--- config.mk ---
export PLATFORM = sky130hd
export DESIGN_NAME = uart_tx
export DESIGN_NICKNAME = d
export VERILOG_FILES = /design/src/rtl/uart_pkg.sv /design/src/rtl/uart_tx_serializer.sv /design/src/rtl/uart_tx.sv
export SDC_FILE = /design/constraint.sdc
export NUM_CORES = 1
export LEC_CHECK = 0
export CAP_MARGIN = 5
export CORE_AREA = 2 2 47 49
export DETAILED_ROUTE_END_ITERATION = 7
export DIE_AREA = 0 0 49 51
export PLACE_DENSITY = 0.72
export SLEW_MARGIN = 20
export SYNTH_ARGS = -nofsm -noshare
export SYNTH_HDL_FRONTEND = slang
export SYNTH_HIERARCHICAL = 1
export SYNTH_SLANG_ARGS = --single-unit
--- constraint.sdc ---
create_clock -name clk -period 1.8 [get_ports clk]
set_clock_uncertainty 0.05 [all_clocks]
set_input_delay 0.36 -clock clk [delete_from_list [all_inputs] [get_ports clk]]
set_output_delay 0.36 -clock clk [all_outputs]
set_load 0.1 [all_outputs]
--- src/rtl/uart_pkg.sv ---
// Shared UART definitions used by both the TX and RX sides: state type and line-level constants.
package uart_pkg;

  typedef enum logic [2:0] {
    IDLE,
    START,
    DATA,
    PARITY,
    STOP
  } tx_state_e;

  localparam logic PAR_EVEN  = 1'b0;
  localparam logic PAR_ODD   = 1'b1;
  localparam logic LINE_IDLE = 1'b1;
  localparam logic START_BIT = 1'b0;
  localparam logic STOP_BIT  = 1'b1;

endpackage

--- src/rtl/uart_tx_serializer.sv ---
// Load/shift register plus bit counter for the TX payload; ser_bit_o is the next bit to emit.
module uart_tx_serializer
  import uart_pkg::*;
#(
  parameter int unsigned DATA_WIDTH = 8
) (
  input  logic                  clk,
  input  logic                  reset_n,
  input  logic                  load_i,
  input  logic [DATA_WIDTH-1:0] data_i,
  input  logic                  shift_i,
  input  logic                  count_i,
  output logic                  ser_bit_o,
  output logic                  ser_done_o
);

  localparam int unsigned CW = (DATA_WIDTH > 1) ? $clog2(DATA_WIDTH) : 1;
  localparam logic [CW-1:0] LAST = CW'(DATA_WIDTH - 1);

  logic [DATA_WIDTH-1:0] shift_q, shift_d;
  logic [CW-1:0]         cnt_q, cnt_d;

  always_comb begin
    shift_d = shift_q;
    cnt_d   = cnt_q;
    if (load_i) begin
      shift_d = data_i;
      cnt_d   = '0;
    end else begin
      if (shift_i) shift_d = shift_q >> 1;
      // saturate at the last index so the counter can never wrap inside a frame
      if (count_i && (cnt_q != LAST)) cnt_d = cnt_q + 1'b1;
    end
  end

  always_ff @(posedge clk or negedge reset_n) begin
    if (!reset_n) begin
      shift_q <= '0;
      cnt_q   <= '0;
    end else begin
      shift_q <= shift_d;
      cnt_q   <= cnt_d;
    end
  end

  assign ser_bit_o  = shift_q[0];
  assign ser_done_o = (cnt_q == LAST);

endmodule

--- src/rtl/uart_tx.sv ---
// UART transmitter: one serial bit per clk, frame = start, data LSB-first, optional parity, stop.
module uart_tx
  import uart_pkg::*;
#(
  parameter int unsigned DATA_WIDTH = 8
) (
  input  logic                  clk,
  input  logic                  reset_n,
  input  logic [DATA_WIDTH-1:0] p_data,
  input  logic                  data_valid,
  input  logic                  par_en,
  input  logic                  par_typ,
  output logic                  tx_out,
  output logic                  busy
);

  tx_state_e state_q, state_d;
  logic      tx_out_q, tx_out_d;
  logic      busy_q, busy_d;
  logic      par_en_q, par_en_d;
  logic      par_bit_q, par_bit_d;
  logic      accept, load, shift, count;
  logic      ser_bit, ser_done;

  uart_tx_serializer #(.DATA_WIDTH(DATA_WIDTH)) u_ser (
    .clk       (clk),
    .reset_n   (reset_n),
    .load_i    (load),
    .data_i    (p_data),
    .shift_i   (shift),
    .count_i   (count),
    .ser_bit_o (ser_bit),
    .ser_done_o(ser_done)
  );

  // Outputs are registered, so each branch computes the bit the *next* state will show.
  always_comb begin
    state_d   = state_q;
    tx_out_d  = LINE_IDLE;
    busy_d    = 1'b1;
    par_en_d  = par_en_q;
    par_bit_d = par_bit_q;
    accept    = 1'b0;
    load      = 1'b0;
    shift     = 1'b0;
    count     = 1'b0;

    unique case (state_q)
      IDLE: begin
        busy_d = 1'b0;
        accept = data_valid;
      end
      START: begin
        state_d  = DATA;
        tx_out_d = ser_bit;
        shift    = 1'b1;
      end
      DATA: begin
        if (ser_done) begin
          if (par_en_q) begin
            state_d  = PARITY;
            tx_out_d = par_bit_q;
          end else begin
            state_d  = STOP;
            tx_out_d = STOP_BIT;
          end
        end else begin
          tx_out_d = ser_bit;
          shift    = 1'b1;
          count    = 1'b1;
        end
      end
      PARITY: begin
        state_d  = STOP;
        tx_out_d = STOP_BIT;
      end
      STOP: begin
        if (data_valid) begin
          accept = 1'b1;
        end else begin
          state_d = IDLE;
          busy_d  = 1'b0;
        end
      end
      default: begin
        state_d = IDLE;
        busy_d  = 1'b0;
      end
    endcase

    if (accept) begin
      state_d   = START;
      tx_out_d  = START_BIT;
      busy_d    = 1'b1;
      load      = 1'b1;
      par_en_d  = par_en;
      par_bit_d = (^p_data) ^ (par_typ == PAR_ODD);
    end
  end

  always_ff @(posedge clk or negedge reset_n) begin
    if (!reset_n) begin
      state_q   <= IDLE;
      tx_out_q  <= LINE_IDLE;
      busy_q    <= 1'b0;
      par_en_q  <= 1'b0;
      par_bit_q <= 1'b0;
    end else begin
      state_q   <= state_d;
      tx_out_q  <= tx_out_d;
      busy_q    <= busy_d;
      par_en_q  <= par_en_d;
      par_bit_q <= par_bit_d;
    end
  end

  assign tx_out = tx_out_q;
  assign busy   = busy_q;

endmodule

Yosys cells after proc, flatten, opt, wreduce, memory -nomap -nowiden:

Cells that the tools add are included.

* bits in read-only memories: 0
* memories kept: 0
* memory bits (writable): 0
* register bits: 18
* word-level logic and storage cells: 46
* latch bits: 0

* reductions and logical operators: 7
* shift-type cells: 0
* $lt $le $gt $ge: 0
* add/sub/neg operators: 1
* div/mod/pow operators: 0
* equal/unequal tests: 9
* multipliers: 0
* bitwise gates (word level): 1
* mux-type cells: 21

Operators with widths (number)
* 3-bit two-way mux: 6
* 8-bit two-way mux: 2
* 3-bit one-hot mux with 5 select lines: 1
* 3-bit != test (second input constant): 3
* 1-bit two-way mux: 8
* 1-bit one-hot mux with 2 select lines: 4
* 8-bit XOR reduction: 1
* 3-bit by 2-bit == test with 1-bit output (second input constant): 2
* 3-bit == test (second input constant): 2
* 2-bit nonzero test: 2
* 3-bit by 1-bit adder with 3-bit output (second input constant): 1
* 3-bit by 1-bit == test with 1-bit output (second input constant): 1
* 3-bit zero test: 1
* 3-bit AND reduction: 1
* 3-bit OR reduction: 1
* 2-bit != test (second input constant): 1
* 1-bit logical AND: 1
* 1-bit bitwise XOR: 1

Longest topological paths before layout:

Gate-level depths: netlist of the first run.

* word-level depth: 6
* mapped depth: 8

Cells and area by module:

The synthesis of the first run kept the hierarchy.

By module, submodules not included
* uart_tx_serializer: seq. area each 275.3 µm², times used 1, area each 561.8 µm², cells an instance 46
* uart_tx: seq. area each 176.4 µm², times used 1, area each 382.9 µm², cells an instance 40

Least setup slack after synthesis of the first run:

Ideal clock, no wire load.

* path kind: register to register
* from: register u_ser.cnt_q[0]
* to: register u_ser.shift_q[6]
* required time: 1631 ps
* arrival time: 1465 ps
* cell stages (with the launch flop): 9
* clock period less this slack: 1634 ps
* setup slack: 166 ps
* cell sequence: dfrtp_1 ha_1 ha_1 nor2_1 nor2_1 nor2_1 buf_6 mux2i_1 o21ai_2

* longest elaborated chain between the ends: 4

Ends and longest elaborated chain
* start: declaration: RTL line uart_tx_serializer.sv:21 `logic [CW-1:0] cnt_q, cnt_d;`
* start signal: assignment: RTL line uart_tx_serializer.sv:42 `cnt_q <= cnt_d;`
* 3-bit == test: RTL line uart_tx_serializer.sv:47 `assign ser_done_o = (cnt_q == LAST);`
* net ser_done: RTL line uart_tx.sv:23 `logic ser_bit, ser_done;`
* 1-bit two-way mux: RTL line uart_tx.sv:59 `if (ser_done) begin`
* 1-bit one-hot mux with 2 select lines: RTL line uart_tx.sv:48 `unique case (state_q)`
* net shift: RTL line uart_tx.sv:22 `logic accept, load, shift, count;`
* 2-bit nonzero test (no source line)
* end signal: assignment: RTL line uart_tx_serializer.sv:41 `shift_q <= shift_d;`
* end: declaration: RTL line uart_tx_serializer.sv:20 `logic [DATA_WIDTH-1:0] shift_q, shift_d;`

The timed path passes the listed nets, and every way through them passes these cells.
A chain may end at the register's enable or synchronous reset.

Final worst setup path of the first run:

* from: register u_ser.cnt_q[1]
* to: register u_ser.shift_q[6]

The elaborated chain is that of the path after synthesis.

==> flow_metrics.py, run 1 <==
metrics = {
    "timing": {
        "hold_violations": 0,
        "rsz0062_at_grt": "true",
        "fmax_mhz": 573,
        "slew_headroom": 0.772,
        "period_needed_ps": 1750,
        "drv_slew": 0,
        "min_period_over_period": 0.970,
        "tightest_slew_ps": 339,
        "setup_viol": 0,
        "timing.final.ws_setup_ps": 54.0,
    },
    "logic_synthesis": {
        "ys_warn_count": 6,
        "synthesis.area_um2": 945,
        "synth_nets": 101,
        "synth_cell_type_count": 25,
        "synth.top_cell.area_share": 0.450,
        "ys_ff_latch": 18,
        "yosysTopAreaCell": "dfrtp_1",
        "synth_seq_area_share": 0.478,
        "synth.avg_cell_area_um2": 11.0,
        "synthCells": 86,
        "synth-edff-count": 0,
        "synth.area.top_cells": "dfrtp_1 45%, mux2i_1 11%, o21ai_2 6.5%",
        "synth-async-reset-ratio": 1.00,
        "ys.flop_type": "dfrtp_1",
    },
    "setup_path": {
        "critical_path_buf_inv_count": 1,
        "crit_type": "flip-flop to flip-flop",
        "cp_top_family": "flip-flops",
        "cp-start-kind": "flip-flop",
        "path_max_fanout": 4,
        "cpPeakStageDelay_ps": 400,
        "path_cells": "ha_2, ha_4, nor2_1, nor2_2, nor2_2, buf_4, mux2i_2, o21ai_2",
        "cp.required_ps": 1930,
        "crit_top_cell": "nor2_2",
        "cpMaxStageDelayCell": "dfrtp_1",
        "cp.arrival_ps": 1880,
        "endpoint_kind": "flip-flop",
    },
    "status": {
        "outcome": "completed",
    },
    "global_routing": {
        "antenna_found_initial": 0,
        "overflow": 0,
        "grt_max_degree": 19,
        "grt_pass1_wl_um": 2970,
        "grt_pass1_vias": 692,
        "grt_use_total": 0.161,
    },
    "die": {
        "rows": 17,
        "core_um2": 2060,
        "die_area_um2": 2500,
        "pin_count": 15,
        "fp.dieH_um": 51,
        "fp.dieW_um": 49,
        "start_util": 0.458,
    },
    "detailed_routing": {
        "vias": 683,
        "ant_nets": 0,
        "first_iter_violations": 14,
        "viasPerCell": 4.99,
        "wl_per_cell_um": 12.9,
        "drcViolationCount": 0,
        "routed_wl_um": 1760,
        "first_pass_iters": 4,
    },
    "power_and_ir_drop": {
        "p_clk_frac": 0.102,
        "p_comb_frac": 0.533,
        "max-vdd-ir-drop_mv": 0.938,
        "p_leak_nw": 0.552,
        "p_switching_mw": 0.833,
        "powerDensity_nw_per_um2": 1670,
        "power_frac_seq": 0.365,
        "internal_power_mw": 1.19,
        "switching_share": 0.411,
    },
    "placed_design": {
        "gp_congestion": 0.827,
        "preCtsSetupSlack_ps": -46.0,
        "dp_hpwl_um": 1290,
        "portBuffers": 14,
    },
    "clocking": {
        "numCtsBuffers": 3,
        "cts_buffer_depth": 2,
        "clk_latency_ps": 290,
        "clk_transition_reported_paths_ps": 100,
        "htreeDepth": 1,
        "cts_tree": "yes",
        "root_buffer": "clkbuf_4",
        "cts_sinks": 18,
    },
    "final_layout": {
        "fill_cells": 178,
        "fin_util": 0.589,
        "drive_above_1_share": 0.257,
        "diodes": 0,
        "fin_nets": 125,
        "area_delta_synth_final_pct": 28.7,
    },
    "hold_path": {
        "worstHoldPathType": "input port to async pin",
    },
    "job": {
        "drv_cap": 0,
    },
}
==> cell families (layout without fill, tap and decap cells) <==
group | count (synthesis) | count (layout) | share of synthesized area
multiplexers | 10 | 10 | 0.106
AND/OR/NAND/NOR | 29 | 29 | 0.142
AO/OA/AOI/OAI | 14 | 14 | 0.111
XOR/XNOR | 8 | 8 | 0.0887
buffers and inverters | 5 | 28 | 0.0477
flip-flops | 18 | 18 | 0.478
adder cells (fa/ha/maj) | 2 | 2 | 0.0265
==> routing by layer <==
layer	track usage	vias up	part of all wire
li1	-	340	-
met1	0.188	320	0.44
met2	0.265	19	0.49
met3	0.0439	4	0.045
met4	0.100	0	0.020
met5	0	-	0
==> per-stage QoR <==
| stage | instance area (um2) | instances | total power, mW | setup TNS, ps | hold slack (ps) |
|---|---|---|---|---|---|
| 3_3_place_gp | 1150 | 132 | 1.71 | -21.3 | 424 |
| 6_report | 1220 | 137 | 2.03 | 0 | 332 |
| 2_1_floorplan | 945 | 86 | 1.48 | 0 | 14.4 |
| 3_5_place_dp | 1150 | 132 | 1.75 | -46.0 | 426 |
| 5_1_grt | 1220 | 137 | 2.18 | -43.1 | 332 |
| 4_1_cts | 1180 | 136 | 1.96 | 0 | 335 |
==> state kept, by name, indices dropped and copies added, names as in the netlist <==
signal         cells
u_ser/shift_q      8
state_q            3
u_ser/cnt_q        3
busy               1
par_bit_q          1
par_en_q           1
tx_out             1
==> power groups by stage <==
stage	logic (mW)	registers, mW	clock network, mW
final	1.08	0.739	0.206
after global routing	1.18	0.763	0.235
after CTS	1.02	0.725	0.214
after detailed placement	1.02	0.734	0
after global placement	0.990	0.724	0
after floorplan	0.622	0.856	0
==> cells in the mapped netlist (all sizes together) (2+ instances only) <==
master / instances
nand2b: 2
inv: 2
mux2i: 10
o21ai: 10
xor2: 3
nand2: 10
xnor2: 4
a21oi: 2
buf: 3
dfrtp: 17
ha: 2
nor2: 12
==> area by class of cell <==
type	instances	area [um2]	share of cell area
Multi-Input combinational cell	63	475	0.391
Sequential cell	18	452	0.371
Timing Repair Buffer	22	220	0.181
Tap cell	28	35.0	0.0288
Clock buffer	4	26.3	0.0216
Inverter	2	7.51	0.00617
==> cell usage in the layout, fill, tap and decap left out <==
master           synthesis  layout
nor2b_1                  1       1
mux2i_1                 10       8
dfstp_2                  1       1
o21ai_0                  2       2
or4_1                    1       1
nor3_1                   1       1
nand2b_1                 1       1
ha_4                     0       1
a22o_1                   1       1
nor3b_1                  1       1
nand3_1                  1       1
nor2_2                   0       2
clkbuf_4                 0       3
a21oi_1                  2       2
o21ai_2                  7       7
nand2_1                 10      10
clkbuf_1                 0       1
xnor3_1                  1       1
nand2b_4                 1       1
ha_2                     0       1
buf_4                    0       8
o21ai_1                  1       1
mux2i_2                  0       2
xor2_1                   3       3
xnor2_1                  4       4
nor2_1                  12      10
inv_1                    2       2
buf_12                   0       2
dfrtp_1                 17      17
clkdlybuf4s50_1          0      12
o311a_1                  1       1
==> path summary, 6_finish.rpt <==
| check | start | end | slack, ps | cells after the start |
|---|---|---|---|---|
| hold reg to reg | par_bit_q | par_bit_q | 450 | 2 |
| max in group asynchronous | reset_n | tx_out | 1110 | 2 |
| hold / removal | reset_n | busy | 330 | 2 |
| setup / recovery | u_ser/cnt_q[1] | u_ser/shift_q[6] | 50 | 8 |
| min in group clk | par_bit_q | par_bit_q | 450 | 2 |
| setup reg to reg | u_ser/cnt_q[1] | u_ser/shift_q[6] | 50 | 8 |
==> what timing repair did <==
action	4_1_cts	5_1_grt
endpoints found under the setup margin	0	7
gates resized for setup	0	7
hold buffers	0	0
buffers inserted	0	1
==> worst register-to-register path: stages, from the launching register on <==
cell	delay, ps
dfrtp_1	400
ha_2	210
ha_4	170
nor2_1	140
nor2_2	60
nor2_2	130
buf_4	160
mux2i_2	240
o21ai_2	60
Power figures use the tool's default switching activity.
==> run 2, diff against run 1 <==
--- a/config.mk
+++ b/config.mk
@@ -6,10 +6,11 @@
 export NUM_CORES = 1
 export LEC_CHECK = 0
 export CAP_MARGIN = 5
-export CORE_AREA = 2 2 47 49
+export CORE_AREA = 2 2 49 51
 export DETAILED_ROUTE_END_ITERATION = 7
-export DIE_AREA = 0 0 49 51
-export PLACE_DENSITY = 0.72
+export DIE_AREA = 0 0 51 53
+export GPL_TIMING_DRIVEN = 0
+export PLACE_DENSITY = 0.7
 export SLEW_MARGIN = 20
 export SYNTH_ARGS = -nofsm -noshare
 export SYNTH_HDL_FRONTEND = slang
==> constraint.sdc (replaced) <==
create_clock -name clk -period 1.4 [get_ports clk]
set_clock_uncertainty 0.05 [all_clocks]
set_input_delay 0.28 -clock clk [delete_from_list [all_inputs] [get_ports clk]]
set_output_delay 0.28 -clock clk [all_outputs]
set_load 0.1 [all_outputs]
==> flow_metrics.py, run 2 (synthesis results as in run 1) <==
metrics = {
    "global_routing": {
        "grt_pass1_vias": 657,
        "overflow": 0,
        "antenna_found_initial": 0,
        "grt_pass1_wl_um": 2860,
        "grt_use_total": 0.145,
        "grt_max_degree": 19,
    },
    "setup_path": {
        "endpoint": "u_ser/shift_q[6]",
        "r2r-end": "u_ser/shift_q[6]",
        "cp.arrival_ps": 1820,
        "cp-start-kind": "flip-flop",
        "critical_path.startpoint": "u_ser/cnt_q[1]",
        "reg2regPathDepth": 8,
        "ff2ff_setup_slack_ps": -290,
        "cp.required_ps": 1530,
        "path_max_fanout": 8,
        "crit_type": "flip-flop to flip-flop",
        "rr_startpoint": "u_ser/cnt_q[1]",
        "endpoint_kind": "flip-flop",
    },
    "detailed_routing": {
        "vias": 695,
        "wl_per_cell_um": 12.4,
        "routed_wl_um": 1740,
        "viasPerCell": 4.96,
        "first_iter_violations": 3,
        "drcViolationCount": 0,
        "ant_nets": 0,
        "first_pass_iters": 4,
    },
    "power_and_ir_drop": {
        "max-vdd-ir-drop_mv": 1.69,
        "powerDensity_nw_per_um2": 2100,
        "p_leak_nw": 0.603,
    },
    "status": {
        "outcome": "complete, but fails checks",
        "violations": "setup timing",
    },
    "final_layout": {
        "drive_above_1_share": 0.339,
        "area_delta_synth_final_pct": 36.2,
        "biggestRegsByFlops": "u_ser/shift_q: 8 flops, state_q: 3 flops, u_ser/cnt_q: 3 flops",
        "fill_cells": 174,
        "final_cell_area_um2": 1290,
        "layout_commonest_cell": "dfrtp_1",
        "diodes": 0,
        "final_cell_mix": "17 x dfrtp_1, 9 x nor2_1, 9 x nand2_1",
        "largest_reg_flops": 8,
        "regMostFlops": "u_ser/shift_q",
        "fin_util": 0.599,
        "fin_nets": 128,
    },
    "timing": {
        "period_needed_ps": 1690,
        "slew_headroom": 0.481,
        "fmax_mhz": 591,
        "setup_viol": 15,
        "drv_slew": 0,
        "min_period_over_period": 1.21,
        "timing.final.ws_setup_ps": -291,
        "tightest_slew_ps": 777,
        "rsz0062_at_grt": "true",
        "tns_ps": -3030,
        "fin_hold_ws_ps": 233,
        "hold_violations": 0,
    },
    "clocking": {
        "cts_tree": "yes",
        "htreeDepth": 1,
        "clk_latency_ps": 280,
        "clk_transition_reported_paths_ps": 100,
        "numCtsBuffers": 3,
        "cts_buffer_depth": 2,
        "cts_sinks": 18,
        "holdBufCountCts": 0,
        "root_buffer": "clkbuf_4",
    },
    "hold_path": {
        "worstHoldPathType": "input port to flip-flop",
        "holdPathStages": 3,
    },
    "die": {
        "pin_count": 15,
        "start_util": 0.440,
        "fp.dieH_um": 53,
        "die_area_um2": 2700,
        "core_um2": 2150,
        "rows": 17,
        "fp.dieW_um": 51,
    },
    "job": {
        "drv_cap": 0,
    },
    "placed_design": {
        "preCtsSetupSlack_ps": -539,
        "dpl_cell_area_um2": 1130,
        "gp_congestion": 0.684,
        "portBuffers": 14,
        "dp_hpwl_um": 1180,
    },
}
[run 2: changes by cell type in the layout (fill, tap and decap cells not counted), moves of 2 or more]
cell	delta
dlygate4sd2_1	+2
buf_12	-2
dlymetal6s2s_1	+2
clkdlybuf4s50_1	-4
buf_6	+4
[run 2: cell type report]
type | instances | area, um2 | area share
multi-input cells | 63 | 515 | 0.401
flip-flops and latches | 18 | 452 | 0.351
repair buffers | 22 | 203 | 0.158
plain buffers | 3 | 37.5 | 0.0292
clock buffers | 4 | 36.3 | 0.0282
well taps | 28 | 35.0 | 0.0272
inverters | 2 | 7.51 | 0.00584
[run 2: critical path, cell delays in order (launching register included)]
cell	delay [ps]
dfrtp_1	410
ha_2	210
ha_4	170
nor2_4	80
nor2_2	40
nor2_1	130
buf_6	170
mux2i_2	260
o21ai_2	60
[run 2: where the power goes]
| group | total [mW] | switching [mW] | leakage [nW] | internal [mW] |
|---|---|---|---|---|
| Sequential | 0.955 | 0.188 | 0.225 | 0.767 |
| Combinational | 1.44 | 0.772 | 0.357 | 0.667 |
| Clock | 0.309 | 0.151 | 0.0210 | 0.158 |
| Total | 2.70 | 1.11 | 0.603 | 1.59 |
[run 2: timing repair]
action | CTS | global route
pin swaps | 4 | 7
gates resized for setup | 18 | 12
setup buffers | 4 | 4
endpoints found under the hold margin | 0 | 0
setup endpoints to repair | 15 | 14
[run 2: layer usage]
layer  routed length, um  share of wire  vias up  global-route usage
li1                    -              -      347                   -
met4                  14         0.0080        0              0.0541
met1                 795           0.46      334               0.188
met2                 860           0.49       12               0.240
met3                  69          0.040        2              0.0254
met5                   0              0        -                   0
[run 2: worst min path at each step]
stage / slack, ps / start / end
floorplan: -70 / reset_n / busy
global placement: 420 / par_bit_q / par_bit_q
detailed placement: 430 / par_bit_q / par_bit_q
CTS: 320 / p_data[4] / u_ser/shift_q[4]
global route: 250 / p_data[5] / u_ser/shift_q[5]
finish: 230 / p_data[5] / u_ser/shift_q[5]
[run 2: per-stage QoR]
stage	power (mW)	std cells
after global routing	2.89	140
after floorplan	1.92	86
after CTS	2.57	136
after global placement	2.14	128
final	2.70	140
after detailed placement	2.18	128
==> RTL change, RTL diff (config.mk and constraints of run 1) <==
`DATA_WIDTH` is set to 8 in 2 places; all go to 4.
--- a/src/rtl/uart_tx_serializer.sv
+++ b/src/rtl/uart_tx_serializer.sv
@@ -3,5 +3,5 @@
   import uart_pkg::*;
 #(
-  parameter int unsigned DATA_WIDTH = 8
+  parameter int unsigned DATA_WIDTH = 4
 ) (
   input  logic                  clk,
--- a/src/rtl/uart_tx.sv
+++ b/src/rtl/uart_tx.sv
@@ -3,5 +3,5 @@
   import uart_pkg::*;
 #(
-  parameter int unsigned DATA_WIDTH = 8
+  parameter int unsigned DATA_WIDTH = 4
 ) (
   input  logic                  clk,
Ports: changed (resized p_data); port bits go from 15 to 11. No check against the original RTL was run, so the function may have changed too.
==> RTL change against run 1 <==
Count of clock-buffer cells in the layout unchanged. Sequential cell count down 5. Worst setup slack better by 120 ps. Total power down 30%. Wire length down 32%. Final area down 31%. Clock power down 12%. Worst hold slack better by 75 ps. Synthesized area down 32%. Largest power group unchanged.
==> RTL change: results (changes against run 1) <==
| Metric | Value |
|---|---|
| Sw Share | 41.3% (+0.15 points) |
| Pleak | 0.372 nW (-33%) |
| Post-synthesis mux area share | 6.27% (-4.3 points) |
| CP startpoint | state_q[0] |
| Routed via count | 472 (-31%) |
| First-pass GRT wire length | 2080 microns (-30%) |
| Commonest cells post-synth | dfrtp_1 (12), nand2_1 (6), mux2i_1 (4), nor2_1 (4), o21ai_1 (4) |
| VDD IR max | 0.693 mV (-26%) |
| Syn_nets | 69 (-32%) |
| Crit path capture | u_ser/shift_q[2] |
| Post-Synth XOR/XNOR Area | 7.65% (-1.2 points) |
| Critical Path Fanout Max | 6 (+2) |
| Share of cells above drive strength 1 | 17.1% (-8.6 points) |
| Synth Area in Adders | 1.96% (-0.69 points) |
| GRT overflow | 0 (unchanged) |
| Die W | 49 microns (unchanged) |
| Met3 Use GR | 3.80% (-0.58 points) |
| WL final | 1200 microns (-32%) |
| Worst reg2reg path depth | 5 (-3) |
| Worst Path Arrival | 1740 ps (-140 ps) |
| Met2 Use GR | 18.0% (-8.4 points) |
| I/O Buffers | 10 (-4) |
| Vias in the first global route | 506 (-27%) |
| Gr usage total | 11.1% (-5.0 points) |
| Later-pin clock latency in the skew report | 270 ps (-20 ps) |
| DP Area | 812 sq um (-30%) |
| Place WS | -39.6 ps (+6.44 ps) |
| Status | complete, no violations |
| Slew @ Worst Pin | 600 ps (+261 ps) |
| Filler cells | 211 (+19%) |
| Placed Instances | 100 (-24%) |
| Final Net Count | 87 (-30%) |
| Met1 Usage GRT | 13.1% (-5.7 points) |
| CTS root buf | clkbuf_4 |
| Top Registers | u_ser/shift_q: 4 flops, state_q: 3 flops, u_ser/cnt_q: 2 flops |
| Compound-Gate Fraction of Synth Area | 12.0% (+0.83 points) |
| Drt pass-1 iters | 4 (unchanged) |
| PnR worst setup slack | 171 ps (+117 ps) |
| Reg-to-Reg End | u_ser/shift_q[2] |
| Synth area leaders | dfrtp_1 (47%), mux2i_1 (6.3%), dfstp_2 (4.1%), xnor2_1 (4.1%), nand2_1 (3.5%) |
| Largest net degree at the start of global routing | 14 (-5) |
| Post-Syn Area per Cell | 10.8 sq um (-1.5%) |
| WL/cell | 11.6 microns (-10%) |
| Register area share after synthesis | 51.2% (+3.4 points) |
| GPL Wtd Cong | 0.853 (+3.1%) |
| Clock Pin Slew Worst Setup and Hold Paths | 80 ps (-20 ps) |
-- RTL change: kinds of logic (layout without fill, tap and decap cells) --
logic type | Yosys count | count (layout)
adders and majority gates | 1 | 1
buffers and inverters | 3 | 20
xor gates and xnor gates | 4 | 4
DFF | 13 | 13
AOI/OAI and AO/OA | 13 | 13
and+or+nand+nor | 21 | 21
muxes | 4 | 4
-- RTL change: metal layers --
| metal | vias to the layer above | share of wire, % |
|---|---|---|
| met1 | 219 | 46 |
| met3 | 0 | 5.2 |
| li1 | 240 | - |
| met4 | 0 | 0 |
| met2 | 13 | 48 |
| met5 | - | 0 |
-- RTL change: power groups by stage --
stage / Combinational, W / Sequential (W) / Clock (W)
6_report: 0.000704 / 0.000536 / 0.000182
5_1_grt: 0.000766 / 0.000554 / 0.000204
4_1_cts: 0.000714 / 0.000538 / 0.000192
3_5_place_dp: 0.000712 / 0.000544 / 0
3_3_place_gp: 0.000700 / 0.000535 / 0
2_1_floorplan: 0.000350 / 0.000673 / 0
-- RTL change: final cells by class --
type                    count  area, sq um  area share, %
repair buffers             14          150           17.9
well taps                  28         35.0           4.18
inverters                   2         7.51          0.896
clock buffers               4         26.3           3.13
multi-input cells          43          293           34.9
flip-flops and latches     13          327           39.0
-- RTL change: worst max-delay path: stages (launching register included) --
cell and delay [ps]:
dfrtp_1 430, nand2b_1 210, o21a_1 210, nor2_1 300
mux2i_1 230, o21ai_1 70
-- RTL change: how the worst min path moves through the flow --
stage,startpoint,endpoint,cells after the start,slack [ps]
finish,reset_n,u_ser/cnt_q[1],1,410
global route,reset_n,u_ser/cnt_q[1],1,450
global placement,par_bit_q,par_bit_q,2,420
detailed placement,par_bit_q,par_bit_q,2,430
floorplan,reset_n,busy,0,10
CTS,reset_n,u_ser/cnt_q[1],1,420
